### config.mk
export PLATFORM = sky130hd
export DESIGN_NAME = mem_bus_arbiter
export DESIGN_NICKNAME = d
export VERILOG_FILES = /design/src/rtl/mem_bus_arbiter.sv
export SDC_FILE = /design/constraint.sdc
export NUM_CORES = 1
export LEC_CHECK = 0
export CORE_ASPECT_RATIO = 1.1
export CORE_MARGIN = 2
export CORE_UTILIZATION = 30
export DETAILED_ROUTE_END_ITERATION = 10
export PLACE_DENSITY = 0.76
export SYNTH_ARGS = -nofsm -noshare
export SYNTH_HDL_FRONTEND = slang
export SYNTH_SLANG_ARGS = --single-unit
### constraint.sdc
create_clock -name clock -period 3.1 [get_ports clock]
set_input_delay 0.465 -clock clock [delete_from_list [all_inputs] [get_ports clock]]
set_output_delay 0.465 -clock clock [all_outputs]
set_load 0.05 [all_outputs]
### src/rtl/mem_bus_arbiter.sv
// rtl/mem_bus_arbiter.sv - two-client round-robin memory bus arbiter with tagged response routing
module mem_bus_arbiter #(
    parameter int ADDR_W = 32,
    parameter int DATA_W = 32,
    parameter int ID_W   = 6,
    parameter int MAX_RD = 8
) (
    input  logic              clock,
    input  logic              reset,

    input  logic              c0_ms_valid,
    output logic              c0_ms_taken,
    input  logic              c0_ms_write,
    input  logic [ADDR_W-1:0] c0_ms_address,
    input  logic [DATA_W-1:0] c0_ms_data,
    input  logic [ID_W-2:0]   c0_ms_id,
    output logic              c0_sm_valid,
    input  logic              c0_sm_taken,
    output logic [DATA_W-1:0] c0_sm_data,
    output logic [ID_W-2:0]   c0_sm_id,

    input  logic              c1_ms_valid,
    output logic              c1_ms_taken,
    input  logic              c1_ms_write,
    input  logic [ADDR_W-1:0] c1_ms_address,
    input  logic [DATA_W-1:0] c1_ms_data,
    input  logic [ID_W-2:0]   c1_ms_id,
    output logic              c1_sm_valid,
    input  logic              c1_sm_taken,
    output logic [DATA_W-1:0] c1_sm_data,
    output logic [ID_W-2:0]   c1_sm_id,

    output logic              m_ms_valid,
    input  logic              m_ms_taken,
    output logic              m_ms_write,
    output logic [ADDR_W-1:0] m_ms_address,
    output logic [DATA_W-1:0] m_ms_data,
    output logic [ID_W-1:0]   m_ms_id,
    input  logic              m_sm_valid,
    output logic              m_sm_taken,
    input  logic [DATA_W-1:0] m_sm_data,
    input  logic [ID_W-1:0]   m_sm_id
);

    localparam int CW = $clog2(MAX_RD + 1);
    localparam logic [CW-1:0] MAX_RD_C = CW'(MAX_RD);
    localparam logic [CW-1:0] ONE_C    = CW'(1);

    logic [CW-1:0]     rd_cnt [2];
    logic              ptr;
    logic              load_ok;
    logic [1:0]        elig;
    logic [1:0]        grant;
    logic [1:0]        rd_inc;
    logic [1:0]        rd_dec;

    logic              buf_valid;
    logic [DATA_W-1:0] buf_data;
    logic [ID_W-1:0]   buf_id;
    logic              buf_dst;
    logic              dst_taken;

    assign load_ok = !m_ms_valid || m_ms_taken;
    assign elig[0] = c0_ms_valid && (c0_ms_write || rd_cnt[0] < MAX_RD_C);
    assign elig[1] = c1_ms_valid && (c1_ms_write || rd_cnt[1] < MAX_RD_C);

    // ptr only matters when both clients compete; a lone eligible client always wins
    assign grant[0] = load_ok && elig[0] && (!elig[1] || !ptr);
    assign grant[1] = load_ok && elig[1] && (!elig[0] ||  ptr);

    assign c0_ms_taken = grant[0];
    assign c1_ms_taken = grant[1];

    assign rd_inc[0] = grant[0] && !c0_ms_write;
    assign rd_inc[1] = grant[1] && !c1_ms_write;
    assign rd_dec[0] = c0_sm_valid && c0_sm_taken;
    assign rd_dec[1] = c1_sm_valid && c1_sm_taken;

    always_ff @(posedge clock or negedge reset) begin
        if (!reset) begin
            ptr          <= 1'b0;
            m_ms_valid   <= 1'b0;
            m_ms_write   <= 1'b0;
            m_ms_address <= '0;
            m_ms_data    <= '0;
            m_ms_id      <= '0;
        end else begin
            if (elig[0] && elig[1] && load_ok) begin
                ptr <= !ptr;
            end
            if (grant[0]) begin
                m_ms_valid   <= 1'b1;
                m_ms_write   <= c0_ms_write;
                m_ms_address <= c0_ms_address;
                m_ms_data    <= c0_ms_data;
                m_ms_id      <= {1'b0, c0_ms_id};
            end else if (grant[1]) begin
                m_ms_valid   <= 1'b1;
                m_ms_write   <= c1_ms_write;
                m_ms_address <= c1_ms_address;
                m_ms_data    <= c1_ms_data;
                m_ms_id      <= {1'b1, c1_ms_id};
            end else if (m_ms_taken) begin
                m_ms_valid   <= 1'b0;
            end
        end
    end

    // Decrement saturates so a stale response arriving after reset cannot wrap the count
    always_ff @(posedge clock or negedge reset) begin
        if (!reset) begin
            rd_cnt[0] <= '0;
            rd_cnt[1] <= '0;
        end else begin
            for (int n = 0; n < 2; n++) begin
                if (rd_inc[n] && !rd_dec[n]) begin
                    rd_cnt[n] <= rd_cnt[n] + ONE_C;
                end else if (rd_dec[n] && !rd_inc[n] && rd_cnt[n] != '0) begin
                    rd_cnt[n] <= rd_cnt[n] - ONE_C;
                end
            end
        end
    end

    assign buf_dst    = buf_id[ID_W-1];
    assign dst_taken  = buf_dst ? c1_sm_taken : c0_sm_taken;
    assign m_sm_taken = !buf_valid || dst_taken;

    always_ff @(posedge clock or negedge reset) begin
        if (!reset) begin
            buf_valid <= 1'b0;
            buf_data  <= '0;
            buf_id    <= '0;
        end else if (m_sm_valid && m_sm_taken) begin
            buf_valid <= 1'b1;
            buf_data  <= m_sm_data;
            buf_id    <= m_sm_id;
        end else if (buf_valid && dst_taken) begin
            buf_valid <= 1'b0;
        end
    end

    assign c0_sm_valid = buf_valid && !buf_dst;
    assign c1_sm_valid = buf_valid &&  buf_dst;
    assign c0_sm_data  = buf_data;
    assign c1_sm_data  = buf_data;
    assign c0_sm_id    = buf_id[ID_W-2:0];
    assign c1_sm_id    = buf_id[ID_W-2:0];

endmodule
==> implementation parameters <==
Parameter                              Value

Run status
  Status    completed

Route
  Number of detailed-route iterations in the first pass    5
  Count of antenna-violating nets left after detailed routing    0
  DRC    0
  Average wire per cell in the routed design    16.9 µm
  Via count normalized by instance count    4.63
  Number of vias after detailed routing    4824
  Detailed-route wire length    17600 µm
  DR iter-0 viols    291

Worst setup path
  Worst Setup End Kind    flop
  Kind of launch point of the worst setup path    input port
  Arrival time reported for the critical path endpoint    2970 ps
  CP startpoint    c0_ms_write
  Category of the most critical setup path    input port to flop
  R2r worst-path depth    8
  Crit Reg-Reg Startpoint    rd_cnt[7]$_DFFE_PN0P_
  Required time at the worst-slack endpoint    3430 ps
  Maximum fanout encountered on the critical timing path    5
  End of the worst register-to-register path    rd_cnt[7]$_DFFE_PN0P_
  Setup slack of the most critical reg-to-reg path    680 ps

Global route
  Pin count of the biggest net entering global routing    78
  Initial antenna violation count    0
  Overflow left after global routing    0
  Wire length of the first global-routing pass    26600 µm
  Via count of the first global-routing pass    4840
  Aggregate global-route resource usage    18.0%

Timing
  Setup repair after global routing missed its margin    false
  Final Critical Period    2640 ps
  Worst Max-Slew Pin Slew    612 ps
  Slew headroom    59.1%
  Max Freq    379 MHz
  Worst Clk Skew    8.53 ps
  Final Hold Vio Count    0
  Final-report setup violation count    0
  Slew Viols, Final    0
  Setup TNS    0 ps
  Post-route fraction of the period consumed by the critical path    85.2%

Clock tree
  Total clock buffers created by CTS    17
  Number of sinks driven by the clock tree    120
  Clock slew seen by the registers of the worst setup and hold paths    50 ps
  TritonCTS clock tree    done
  Clock tree root buffer cell    sky130_fd_sc_hd__clkbuf_16
  Clock H-tree levels    4
  Skew-Pair Late Insertion Delay    410 ps
  Clock Path Buffers    2

Synthesis
  Number of library cell types mapped by synthesis    33
  Most used flip-flop cell after synthesis    sky130_fd_sc_hd__dfrtp_1
  Number of nets produced by synthesis    685
  Post-synthesis average cell area    11.0 µm²
  Yosys warning count    0
  Mapped Cells    493
  Cell type with the largest total area after synthesis    sky130_fd_sc_hd__dfrtp_1
  Synthesized flop and latch total    120
  Post-synthesis sequential area ratio    55.6%
  Fraction of post-synthesis cell area in the top cell type by area    55.6%
  Most common library cells after synthesis    sky130_fd_sc_hd__nand2_1 (139), sky130_fd_sc_hd__dfrtp_1 (120), sky130_fd_sc_hd__a22oi_1 (65)
  Post-synthesis instance area    0.00540 mm²
  Share of synthesized flip-flops with an asynchronous set or reset    100%
  Top-count cell post-synth    sky130_fd_sc_hd__nand2_1
  Ranking of synthesized cells by area    sky130_fd_sc_hd__dfrtp_1 (56%), sky130_fd_sc_hd__nand2_1 (9.7%), sky130_fd_sc_hd__a22oi_1 (9.0%)
  EDFF count, synth    0

Hold path
  Worst Hold Path Cells    2
  Sink of the worst hold path    m_ms_write$_DFFE_PN0P_
  Hold_sp    m_ms_write$_DFFE_PN0P_
  Type of the most critical hold path    flop to flop

Layout
  Area growth from synthesis to layout    74.4%
  Inserted Diodes    0
  Net count reported at finish    982
  Multi-input gate area    0.00197 mm²
  Fraction of layout cells with a size suffix above 1    11.8%
  Core Util, Final    53.3%
  Combined flip-flop and latch cell area    0.00300 mm²
  # fillers    1579

Placed design
  Port buffer count    336
  GP Congestion    0.775
  DP Wirelength    13000 µm

Power
  Clock Power Share    22.0%
  Cell Pwr Density    1050 mW/mm²
  Switching Power    4440 µW
  Fraction of power consumed by sequential logic    25.9%
  Switching portion of total power    45.0%
  Static Leakage    0.00407 µW
  Maximum resistive drop on vdd    508 µV
  Proportion of power drawn by combinational gates    52.1%
  Internal power summed over all cells    5420 µW

Die
  Die Span Y    145 µm
  Boundary pin count    337
  Starting density of the core    30.6%
  Placement Rows    51
  Area enclosed by the die boundary    0.0191 mm²
  Die outline width    132 µm
  Standard cell core area    0.0177 mm²

Run
  Max-capacitance violation count    0
repair_timing:
item,4_1_cts,5_1_grt
hold endpoints to repair,5,0
hold buffers,1,0
setup buffers,0,0
gates resized for setup,0,0
setup endpoints to repair,0,0
power by group through the flow:
| stage | clock network [µW] | logic (µW) | registers [µW] |
|---|---|---|---|
| CTS | 2220 | 5180 | 2560 |
| global placement | 0 | 5110 | 2550 |
| finish | 2170 | 5140 | 2550 |
| global route | 2290 | 5380 | 2650 |
| detailed placement | 0 | 5170 | 2570 |
| floorplan | 0 | 1650 | 4290 |
layout make-up:
cell class | instances | share of cell area [%]
clock buffer | 20 | 4.74
clock inverter | 12 | 2.10
inverter | 1 | 0.0398
multi-input combinational | 303 | 20.9
sequential | 120 | 31.9
tap | 238 | 3.16
timing repair buffer | 347 | 37.2
layer usage:
layer	wire length, µm	global-route usage, %	vias to the layer above
li1	-	-	2245
met1	7110	22.3	2373
met2	9100	30.4	178
met3	1050	4.77	28
met4	352	6.69	0
met5	0	0	-
worst max-delay path: stages:
cell	delay, ps
sky130_fd_sc_hd__clkdlybuf4s50_1	540
sky130_fd_sc_hd__nand2b_4	190
sky130_fd_sc_hd__nand3_2	140
sky130_fd_sc_hd__or4b_4	590
sky130_fd_sc_hd__ha_1	290
sky130_fd_sc_hd__a21o_1	170
sky130_fd_sc_hd__a21oi_1	170
sky130_fd_sc_hd__mux2i_1	240
sky130_fd_sc_hd__xor2_1	170
per-stage QoR:
stage          area, µm²  worst slack (ps)  hold slack (ps)  total power (µW)  cells
2_1_floorplan       5400               629              169              5940    493
3_3_place_gp        8770               106              453              7660   1008
3_5_place_dp        8770              77.2              449              7740   1008
4_1_cts             9430               469              484              9960   1041
5_1_grt             9430               339              512             10300   1041
6_report            9430               460              478              9860   1041
kinds of logic (layout without fill, tap and decap cells):
logic type	after synthesis	count (layout)	synth area share, %
AOI/OAI and AO/OA	79	79	10.6
muxes	50	50	10.2
adders and majority gates	6	6	1.67
DFF	120	120	55.6
buffers and inverters	70	380	8.31
and+or+nand+nor	161	161	12.5
xor gates and xnor gates	7	7	1.13
worst max-delay path by stage:
stage / endpoint / cells past startpoint
floorplan: rd_cnt[7]$_DFFE_PN0P_ / 8
global placement: rd_cnt[7]$_DFFE_PN0P_ / 9
detailed placement: rd_cnt[7]$_DFFE_PN0P_ / 9
CTS: rd_cnt[7]$_DFFE_PN0P_ / 9
global route: rd_cnt[7]$_DFFE_PN0P_ / 9
finish: rd_cnt[7]$_DFFE_PN0P_ / 9
layout by cell type, fill, tap and decap left out, types with 2 or more instances in the layout:
cell | synthesis | routed
sky130_fd_sc_hd__a21oi_1 | 2 | 2
sky130_fd_sc_hd__o21ai_0 | 6 | 6
sky130_fd_sc_hd__mux2_2 | 42 | 42
sky130_fd_sc_hd__nand2b_1 | 3 | 3
sky130_fd_sc_hd__nand3_1 | 2 | 2
sky130_fd_sc_hd__clkbuf_1 | 10 | 2
sky130_fd_sc_hd__clkdlybuf4s50_1 | 0 | 333
sky130_fd_sc_hd__nor2_1 | 3 | 3
sky130_fd_sc_hd__xor2_1 | 6 | 6
sky130_fd_sc_hd__a21o_1 | 3 | 3
sky130_fd_sc_hd__clkinv_2 | 0 | 3
sky130_fd_sc_hd__ha_1 | 4 | 4
sky130_fd_sc_hd__mux2i_1 | 8 | 8
sky130_fd_sc_hd__and2_2 | 0 | 2
sky130_fd_sc_hd__nor4_1 | 2 | 2
sky130_fd_sc_hd__buf_12 | 0 | 5
sky130_fd_sc_hd__bufinv_16 | 0 | 5
sky130_fd_sc_hd__a22oi_1 | 65 | 65
sky130_fd_sc_hd__dfrtp_1 | 120 | 120
sky130_fd_sc_hd__clkinvlp_4 | 0 | 2
sky130_fd_sc_hd__fa_1 | 2 | 2
sky130_fd_sc_hd__nand2_1 | 139 | 139
sky130_fd_sc_hd__clkbuf_16 | 0 | 17
sky130_fd_sc_hd__buf_4 | 45 | 8
sequential cells by signal (all words and copies together), names as in the netlist:
name          flops
buf_id            6
buf_valid         1
c0_sm_data       32
m_ms_address     32
m_ms_data        32
m_ms_id           6
m_ms_valid        1
m_ms_write        1
ptr               1
rd_cnt            8
No activity file was read; power rests on OpenSTA's default activity.
==> patch, RTL diff (same flow settings) <==
Set the parameter `MAX_RD` to 16 (it was 8).
--- a/src/rtl/mem_bus_arbiter.sv
+++ b/src/rtl/mem_bus_arbiter.sv
@@ -3,7 +3,7 @@
     parameter int ADDR_W = 32,
     parameter int DATA_W = 32,
     parameter int ID_W   = 6,
-    parameter int MAX_RD = 8
+    parameter int MAX_RD = 16
 ) (
     input  logic              clock,
     input  logic              reset,
Function: changed (a bounded check fails within 10 cycles, from zero or initial values and one cycle with reset low).
==> patch against the original RTL <==
- die area grew 18%
- core utilization shrank 3.3 points
- synthesized area grew 18%
- setup slack gained 0.15 ns
- cell area grew 10%
- critical endpoint is now rd_cnt[9]
- sequential cell count grew 2
- total power grew 15%
- wire length shrank 4.7%
- hold slack lost 0.40 ns
- synthesized cell count shrank 12%
- critical path type unchanged
==> patch: results (changes against the original RTL) <==
----------------------------------------------------
[Setup path]
  Highest net fanout along the worst path ... 4 (-1)
  Capture point of the worst reg-to-reg path ... rd_cnt[9]
  Launch point of the worst reg-to-reg path ... m_ms_valid
  Flop-to-flop setup slack ... 0.80 ns (+0.12 ns)
  Cell with the biggest individual delay on the critical path ... sky130_fd_sc_hd__clkdlybuf4s50_1
  Delay of the slowest cell on the worst path ... 0.51 ns (-0.08 ns)

[Timing]
  Final-layout worst hold slack ... 0.07596 ns (-0.4023 ns)
  Final Skew ... 0.01114 ns (+0.002608 ns)
  Period minus WS final ... 2.486 ns (-0.1535 ns)
  Slew at the pin closest to its max-slew limit ... 0.7058 ns (+0.09355 ns)

[Route]
  Vias/cell ... 4.319 (-6.8%)
  Router iterations before antenna repair ... 4 (-1)
  Routed via count ... 4487 (-7.0%)
  Total Routed Length ... 16790 um (-4.7%)

[Min path]
  Type of the most critical hold path ... in2async

[Yosys]
  Proportion of synthesized chip area in sequential cells ... 47.85% (-7.7 points)
  Synth top cells by count ... sky130_fd_sc_hd__dfrtp_1, sky130_fd_sc_hd__mux2_2, sky130_fd_sc_hd__mux2_4
  Mapped Avg Cell Area ... 14.70 um2 (+34%)
  Cell types occupying the most area after synthesis ... sky130_fd_sc_hd__dfrtp_1, sky130_fd_sc_hd__mux2_2, sky130_fd_sc_hd__mux2_4, sky130_fd_sc_hd__buf_4, sky130_fd_sc_hd__buf_6
  Yosys cell types ... 30 (-9.1%)

[Global route]
  Via count of the first global-routing pass ... 4747 (-1.9%)
  Global routing usage summed across all routing layers ... 14.80% (-3.2 points)
  Largest net degree at the start of global routing ... 71 (-9.0%)
  Wire length of the first global-routing pass ... 25650 um (-3.4%)

[Layout]
  Fraction of layout cells with a size suffix above 1 ... 31.30% (+19 points)
  Final layout net count ... 935 (-4.8%)

[Place]
  Number of cells after detailed placement ... 1007 (-0.099%)
  DP Wirelength ... 12700 um (-2.5%)
  Final Wtd Congestion ... 0.7568 (-2.4%)
  Placed cell area ... 0.009726 mm2 (+11%)

[Run status]
  Status ... completed

[Power]
  Net Sw Power ... 4891 uW (+10%)

----------------------------------------------------
-- patch: cell count changes in the layout (fill, tap and decap cells not counted), moves of 3 or more --
cell	before	now
sky130_fd_sc_hd__nand2_1	139	4
sky130_fd_sc_hd__nor3_1	0	3
sky130_fd_sc_hd__buf_4	8	14
sky130_fd_sc_hd__xnor2_1	1	5
sky130_fd_sc_hd__mux2_4	0	69
sky130_fd_sc_hd__o21ai_0	6	0
sky130_fd_sc_hd__mux2_2	42	113
sky130_fd_sc_hd__a21oi_1	2	7
sky130_fd_sc_hd__a22oi_1	65	0
sky130_fd_sc_hd__mux2i_1	8	3
sky130_fd_sc_hd__clkinv_4	1	5
-- patch: cell families (layout without fill, tap and decap cells) --
kind of cell	Yosys count	after routing	synth area share, %
xor gates and xnor gates	9	9	1.235
adders and majority gates	8	8	1.804
DFF	122	122	47.85
muxes	185	185	36.65
buffers and inverters	63	383	8.139
AOI/OAI and AO/OA	14	14	1.373
and+or+nand+nor	33	33	2.941
-- patch: layer usage --
metal  vias up  part of all wire [%]  GRT usage [%]
li1       2114                     -              -
met1      2179                    40          17.05
met2       170                    52          25.86
met3        24                   6.6          4.016
met4         0                   2.3          6.129
met5         -                     0              0
-- patch: cell type report --
| cell class | count | area, um2 |
|---|---|---|
| tap | 285 | 356.6 |
| timing repair buffer | 350 | 3498 |
| sequential | 122 | 3053 |
| inverter | 1 | 3.754 |
| fill | 1812 | 10340 |
| multi-input combinational | 249 | 2814 |
| clock buffer | 19 | 452.9 |
| clock inverter | 13 | 192.7 |
-- patch: power by group through the flow --
stage               Combinational (uW)  Sequential (uW)  Clock, uW
global route                      6730             2800       2280
floorplan                         2630             4690          0
finish                            6460             2710       2140
detailed placement                6490             2730          0
global placement                  6460             2700          0
CTS                               6520             2710       2200
